### src/rtl/blitter.sv
// Sprite/clear engine for the 1-bpp framebuffer.
// Sprite rows are XOR-blended into the framebuffer by read-modify-write.
module blitter (
   input  logic        clk,
   input  logic        reset,
   input  logic        hires,
   input  logic [2:0]  blit_op,
   input  logic [11:0] blit_src,
   input  logic [3:0]  blit_srcHeight,
   input  logic [6:0]  blit_destX,
   input  logic [5:0]  blit_destY,
   input  logic        blit_enable,
   output logic        busy,
   output logic        done,
   output logic        collision,
   output logic        mem_en,
   output logic [11:0] mem_addr,
   input  logic [7:0]  mem_rdata,
   output logic [9:0]  fb_addr,
   output logic        fb_we,
   output logic [7:0]  fb_wdata,
   input  logic [7:0]  fb_rdata
);

   typedef enum logic [3:0] {
      IDLE, CLR, S_ADDR, S_WAIT, S_DATA, F_WAIT,
      F_LW, F_RA, F_RWAIT, F_RW, DONE
   } state_t;

   state_t      state_q, state_d;
   logic [11:0] src_q, src_d;
   logic [3:0]  h_q, h_d;
   logic [6:0]  x_q, x_d;
   logic [5:0]  y_q, y_d;
   logic        hires_q, hires_d;
   logic [3:0]  row_q, row_d;
   logic [15:0] shifted_q, shifted_d;
   logic [9:0]  clr_q, clr_d;
   logic        coll_q, coll_d;

   logic [6:0]  ys;
   logic [9:0]  left_addr;
   logic        right_ok;
   logic        last_row;
   logic        clr_last;
   logic [15:0] shift_in;

   assign ys        = {1'b0, y_q} + {3'b000, row_q};
   assign left_addr = hires_q ? {ys[5:0], x_q[6:3]}
                              : {2'b00, ys[4:0], x_q[5:3]};
   // Right byte exists only when unaligned and not past the right edge.
   assign right_ok  = (x_q[2:0] != 3'd0) &&
                      (hires_q ? (x_q[6:3] != 4'hF) : (x_q[5:3] != 3'h7));
   assign last_row  = (({1'b0, row_q} + 5'd1) == {1'b0, h_q}) ||
                      ((ys + 7'd1) >= (hires_q ? 7'd64 : 7'd32));
   assign clr_last  = hires_q ? (clr_q == 10'd1023) : (clr_q == 10'd255);
   assign shift_in  = {mem_rdata, 8'h00} >> x_q[2:0];
   assign collision = coll_q;

   always_ff @(posedge clk or posedge reset) begin
      if (reset) begin
         state_q   <= IDLE;
         src_q     <= '0;
         h_q       <= '0;
         x_q       <= '0;
         y_q       <= '0;
         hires_q   <= 1'b0;
         row_q     <= '0;
         shifted_q <= '0;
         clr_q     <= '0;
         coll_q    <= 1'b0;
      end else begin
         state_q   <= state_d;
         src_q     <= src_d;
         h_q       <= h_d;
         x_q       <= x_d;
         y_q       <= y_d;
         hires_q   <= hires_d;
         row_q     <= row_d;
         shifted_q <= shifted_d;
         clr_q     <= clr_d;
         coll_q    <= coll_d;
      end
   end

   always_comb begin
      state_d   = state_q;
      src_d     = src_q;
      h_d       = h_q;
      x_d       = x_q;
      y_d       = y_q;
      hires_d   = hires_q;
      row_d     = row_q;
      shifted_d = shifted_q;
      clr_d     = clr_q;
      coll_d    = coll_q;
      busy      = 1'b1;
      done      = 1'b0;
      mem_en    = 1'b0;
      mem_addr  = 12'h000;
      fb_addr   = 10'h000;
      fb_we     = 1'b0;
      fb_wdata  = 8'h00;
      unique case (state_q)
         IDLE: begin
            busy = 1'b0;
            if (blit_enable) begin
               src_d   = blit_src;
               h_d     = blit_srcHeight;
               hires_d = hires;
               x_d     = hires ? blit_destX : {1'b0, blit_destX[5:0]};
               y_d     = hires ? blit_destY : {1'b0, blit_destY[4:0]};
               row_d   = 4'd0;
               clr_d   = 10'd0;
               coll_d  = 1'b0;
               if (blit_op == 3'd1)
                  state_d = CLR;
               else if (blit_op == 3'd2 && blit_srcHeight != 4'd0)
                  state_d = S_ADDR;
               else
                  state_d = DONE;
            end
         end
         CLR: begin
            fb_addr = clr_q;
            fb_we   = 1'b1;
            clr_d   = clr_q + 10'd1;
            if (clr_last)
               state_d = DONE;
         end
         S_ADDR, S_WAIT: begin
            mem_en   = 1'b1;
            mem_addr = src_q + {8'h00, row_q};
            state_d  = (state_q == S_ADDR) ? S_WAIT : S_DATA;
         end
         S_DATA: begin
            mem_en    = 1'b1;
            mem_addr  = src_q + {8'h00, row_q};
            shifted_d = shift_in;
            fb_addr   = left_addr;
            state_d   = F_WAIT;
         end
         F_WAIT: begin
            fb_addr = left_addr;
            state_d = F_LW;
         end
         F_LW: begin
            fb_addr  = left_addr;
            fb_we    = 1'b1;
            fb_wdata = fb_rdata ^ shifted_q[15:8];
            coll_d   = coll_q | (|(fb_rdata & shifted_q[15:8]));
            if (right_ok)
               state_d = F_RA;
            else if (last_row)
               state_d = DONE;
            else begin
               row_d   = row_q + 4'd1;
               state_d = S_ADDR;
            end
         end
         F_RA, F_RWAIT: begin
            fb_addr = left_addr + 10'd1;
            state_d = (state_q == F_RA) ? F_RWAIT : F_RW;
         end
         F_RW: begin
            fb_addr  = left_addr + 10'd1;
            fb_we    = 1'b1;
            fb_wdata = fb_rdata ^ shifted_q[7:0];
            coll_d   = coll_q | (|(fb_rdata & shifted_q[7:0]));
            if (last_row)
               state_d = DONE;
            else begin
               row_d   = row_q + 4'd1;
               state_d = S_ADDR;
            end
         end
         DONE: begin
            busy    = 1'b0;
            done    = 1'b1;
            state_d = IDLE;
         end
         default: begin
            busy    = 1'b0;
            state_d = IDLE;
         end
      endcase
   end

endmodule
### config.mk
export PLATFORM = sky130hd
export DESIGN_NAME = blitter
export DESIGN_NICKNAME = d
export VERILOG_FILES = /design/src/rtl/blitter.sv
export SDC_FILE = /design/constraint.sdc
export NUM_CORES = 1
export LEC_CHECK = 0
export CORE_ASPECT_RATIO = 1.25
export CORE_MARGIN = 2
export CORE_UTILIZATION = 45
export CTS_CLUSTER_DIAMETER = 40
export CTS_CLUSTER_SIZE = 8
export DETAILED_ROUTE_END_ITERATION = 8
export HOLD_SLACK_MARGIN = 0.12
export PLACE_DENSITY = 0.75
export RECOVER_POWER = 50
export SLEW_MARGIN = 10
export SYNTH_ARGS = -nofsm -noshare
export SYNTH_HDL_FRONTEND = slang
export SYNTH_SLANG_ARGS = --single-unit
### constraint.sdc
create_clock -name clk -period 4.5 [get_ports clk]
set_clock_uncertainty 0.05 [all_clocks]
set_input_delay 1.35 -clock clk [delete_from_list [all_inputs] [get_ports clk]]
set_output_delay 1.35 -clock clk [all_outputs]
set_load 0.02 [all_outputs]
Word level (Yosys, flattened, before mapping)
Index checks and enable logic that the tools add are counted.
- register bits after elaboration: 65
- input port bits: 52
- output and inout port bits: 35
- logic and storage cells: 97
- $add $sub $neg: 7
- $lt $le $gt $ge: 1
- equal/unequal tests: 20
- shifts and indexed selects: 1
- mux-type cells: 30
- bitwise operators: 6
- reductions and logical operators: 22
- operators by type and width (operator ; count):
    4-bit 2-to-1 mux ; 9
    4-bit case mux with 8 select lines ; 1
    10-bit case mux with 3 select lines ; 1
    10-bit by 1-bit adder with 10-bit output (second input constant) ; 2
    10-bit 2-to-1 mux ; 2
    10-bit case mux with 2 select lines ; 1
    8-bit bitwise AND ; 2
    4-bit by 3-bit equality test with 1-bit output (second input constant) ; 4
    8-bit case mux with 2 select lines ; 1
    8-bit OR reduction ; 2
    16-bit by 3-bit >> shifter with 16-bit output ; 1
    8-bit XOR ; 2
    7-bit 2-to-1 mux ; 2
    12-bit by 4-bit adder with 12-bit output ; 1
    4-bit equality test (second input constant) ; 3
    12-bit 2-to-1 mux ; 1
    4-bit case mux with 3 select lines ; 1
    3-bit OR reduction ; 4
    10-bit equality test (second input constant) ; 1
    10-bit by 8-bit equality test with 1-bit output (second input constant) ; 1
    9-bit OR reduction ; 1
    4-bit by 2-bit equality test with 1-bit output (second input constant) ; 2
    1-bit 2-to-1 mux ; 8
    2-bit AND reduction ; 4
    24 further kinds ; 30

Depth between registers and ports, before layout
- depth in word-level cells: 7
- depth in mapped cells: 15
- depth with buffers taken out: 15

Worst setup path before layout
No wires, ideal clock.
- path kind: register to output
- start point: register row_q[0]
- end point: output port fb_addr[8]
- arrival time: 2.624 ns
- data required time: 3.100 ns
- setup slack: 0.476 ns
- stages on the path, launching flop included: 10
- path buffers: 0
- path through: dfrtp_1 > ha_1 > inv_1 > fa_1 > nor2b_1 > or4_4 > nor4_2 > mux2_1 > nand3_1 > o211ai_1
- cells in the longest elaborated chain, start to end: 4
- RTL lines (element ; RTL line ; RTL):
    start, declared ; 36 ; logic [3:0] row_q, row_d;
    start signal, assigned ; 79 ; row_q <= row_d;
    6-bit by 4-bit adder with 7-bit output * ; 48 ; assign ys = {1'b0, y_q} + {3'b000, row_q};
    10-bit 2-to-1 mux * ; 49 ; assign left_addr = hires_q ? {ys[5:0], x_q[6:3]}
    10-bit by 1-bit adder with 10-bit output ; 162, 166 ;
    10-bit case mux with 3 select lines * ; 104 ; unique case (state_q)
    end, declared ; 19 ; output logic [9:0] fb_addr,
Every way passes the cells marked *; elsewhere a longest branch is shown, timed or not.

Worst setup path in the final report
- start point: register y_q[0]
- end point: output port fb_addr[8]
- cells in the longest elaborated chain, start to end: 4
- RTL lines (element ; RTL line ; RTL):
    start, declared ; 34 ; logic [5:0] y_q, y_d;
    start signal, assigned ; 77 ; y_q <= y_d;
    6-bit by 4-bit adder with 7-bit output * ; 48 ;
    10-bit 2-to-1 mux * ; 49 ;
    10-bit by 1-bit adder with 10-bit output ; 162, 166 ;
    10-bit case mux with 3 select lines * ; 104 ;
Marked as above.

==> results.toml <==
[sta]
slew_headroom_pct = -30.6
rsz0062_at_grt = "false"
setup_tns_ns = 0
worst_pin_slew_ns = 1.96
drv_slew = 102
max_freq_ghz = 0.230
min_period_ns = 4.36
finalHoldViolations = 0
finalSetupViolCount = 0
fin_crit_sh_pct = 96.8

[finish]
synthToLayoutAreaGrowth_pct = 28.5
antenna_cells = 0
drive_gt1_share_pct = 13.2
fin_nets = 637
final_cell_area_um2 = 5750

[job]
max_cap_viol_count = 2

[grt]
overflow = 0
grt_busiest_layer = "met2"
met1_usage_pct = 26.4
antenna_found_initial = 0
grt.total_usage_pct = 22.2
use_met2_pct = 38.7
grt_use_met3_pct = 3.12
grt_pass1_vias = 3981
grt_pass1_wl_um = 18900
grt_max_degree = 65

[synth]
synth_top_flop_cell = "dfrtp_1"
synth_area_um2 = 4480
async_flop_share_pct = 100
yosys-top-cells-area = "dfrtp_1 (36%), mux2_2 (7.8%), nand2_1 (4.9%), o21ai_0 (4.5%), ha_1 (3.9%)"
synth_most_common_cell = "dfrtp_1"
postSynthCellCount = 488
synth_cell_types = 69
synth_compound_area_share_pct = 20.3
yosys_warnings = 0
netlist.area_leader.share_pct = 35.8
synth.largest_area_cell = "dfrtp_1"
yosys.area_share.xor_xnor_pct = 5.03
synth_fa_ha_area_share_pct = 4.81
ys_seq_area_share_pct = 35.8
syn-num-nets = 556
synth_simple_gate_area_share_pct = 19.0
ys_ff_latch = 64
synth_top_family_by_area = "compound AO/OA/AOI/OAI gates"
synthMuxAreaShare_pct = 11.9
synth-edff-count = 0
synth_common_cells = "dfrtp_1 (64), nand2_1 (59), o21ai_0 (40)"
avgSynthCellArea_um2 = 9.17

[floorplanning]
die_area_um2 = 10800
start_util_pct = 46.3
die_w_um = 93.2
die_y_um = 116
num_rows = 40
ios = 87
core_area_um2 = 9660

[drt]
post_drt_wl_per_cell_um = 16.6
ant_nets = 0
dr_total_vias = 4091
drc = 0
firstDrtPassIters = 6
via_per_inst = 5.84
drt-total-wl_um = 11600
drt_iter0_drc = 250

[critical_path]
cp_max_fo = 3
arrival_ns = 2.96
crit_path_end_kind = "output port"
critPathKind = "flop to output port"
worstPathRequired_ns = 3.10
start_kind = "flop"

[clock_tree]
path_clk_slew_ns = 0.05
clock_sinks = 64
cts_setup_buffers = 0
hold_buffers = 0
cts_tree = "built"
cts_max_level = 3
cts.repair.resized = 6
clk_latency_ns = 0.33
cts_buffers = 9
clock-root-buffer = "clkbuf_16"
clockBufferDepth = 2

[placement]
place_congestion = 0.929
place_hpwl_um = 8630
numPortBuffers = 86
post_dp_cell_area_um2 = 5460

[worst_hold_path]
hold_path_class = "flop to flop"

[pwr]
peakVddDrop_v = 0.000240
power_leakage_nw = 2.47
power_density_nw_per_um2 = 238

[run_status]
status = "finished with violations"
failed_checks = "capacitance limit, slew limit"
## routing by layer
layer / wire length [µm] / vias up
met5: 0 / -
met4: 353 / 0
met3: 516 / 33
met2: 6010 / 144
met1: 4740 / 1954
li1: - / 1960
## state kept, by name, summed over array words and instances (netlist names)
name       cells
shifted_q     15
hires_q        1
state_q        4
clr_q         10
row_q          4
h_q            4
collision      1
y_q            6
src_q         12
x_q            7
## power by group
part / switching, mW / internal, mW / total [mW]
Sequential: 0 / 0.576 / 0.576
Clock: 0.244 / 0.457 / 0.701
Combinational: 0.0385 / 0.0523 / 0.0908
Total: 0.282 / 1.09 / 1.37
## worst paths after layout
path                               startpoint                    to  slack, ns  cells after the start
hold / removal             y_q[2]$_DFFE_PP0P_    y_q[2]$_DFFE_PP0P_       0.46                      1
hold reg to reg            y_q[2]$_DFFE_PP0P_    y_q[2]$_DFFE_PP0P_       0.46                      1
min in group asynchronous               reset  src_q[3]$_DFFE_PP0P_       1.96                      3
max in group asynchronous               reset    y_q[4]$_DFFE_PP0P_       1.48                      3
setup / recovery           y_q[0]$_DFFE_PP0P_            fb_addr[8]       0.14                     10
setup reg to reg           y_q[0]$_DFFE_PP0P_  row_q[3]$_DFFE_PP0P_       0.76                     15
## cells by family after synthesis
logic type	count (synthesis)
AOI/OAI and AO/OA	131
xor gates and xnor gates	24
adders and majority gates	16
buffers and inverters	36
DFF	64
muxes	49
and+or+nand+nor	168
## area by class of cell
cell class	count	area [µm²]
repair buffers	94	902
clock buffers	13	260
well taps	126	158
clock inverters	3	40.0
flip-flops and latches	64	1600
inverters	12	45.0
multi-input cells	388	2740
fillers	840	3910
## stage by stage
step           cells  power [mW]  setup slack, ns  utilization [%]  hold WS (ns)
2_1_floorplan    488       0.614            0.476                -         0.429
5_1_grt          700        1.41          0.00856             59.5         0.483
3_5_place_dp     684       0.679           0.0848             56.5         0.454
6_report         700        1.37            0.144             59.5         0.464
4_1_cts          700        1.39          0.00909             59.6         0.469
3_3_place_gp     684       0.677            0.150             56.5         0.445
## placed cells by master (no fill, tap or decap), types with 6 or more instances in the layout
cell type,count
dfrtp_1,64
nand3_1,15
xnor2_1,13
mux2i_1,17
a221oi_1,7
nor2_1,34
o21ai_0,39
nor2b_1,7
inv_1,10
nor3_1,8
nand4_1,7
buf_4,6
a21oi_1,19
nand2_1,59
o22a_1,7
xor2_1,9
clkbuf_16,9
clkdlybuf4s50_1,77
ha_1,14
mux2_2,29
and3_1,6
a22oi_1,9
## critical path, stage by stage (launching register included)
cell      delay, ns
dfrtp_1        0.38
ha_1           0.23
inv_1          0.07
fa_1           0.42
nor2b_1        0.16
or4_4          0.53
nor4_4         0.16
mux2_1         0.34
nand3_1        0.08
o211ai_1       0.09
buf_2          0.17
Power figures use the tool's default switching activity.
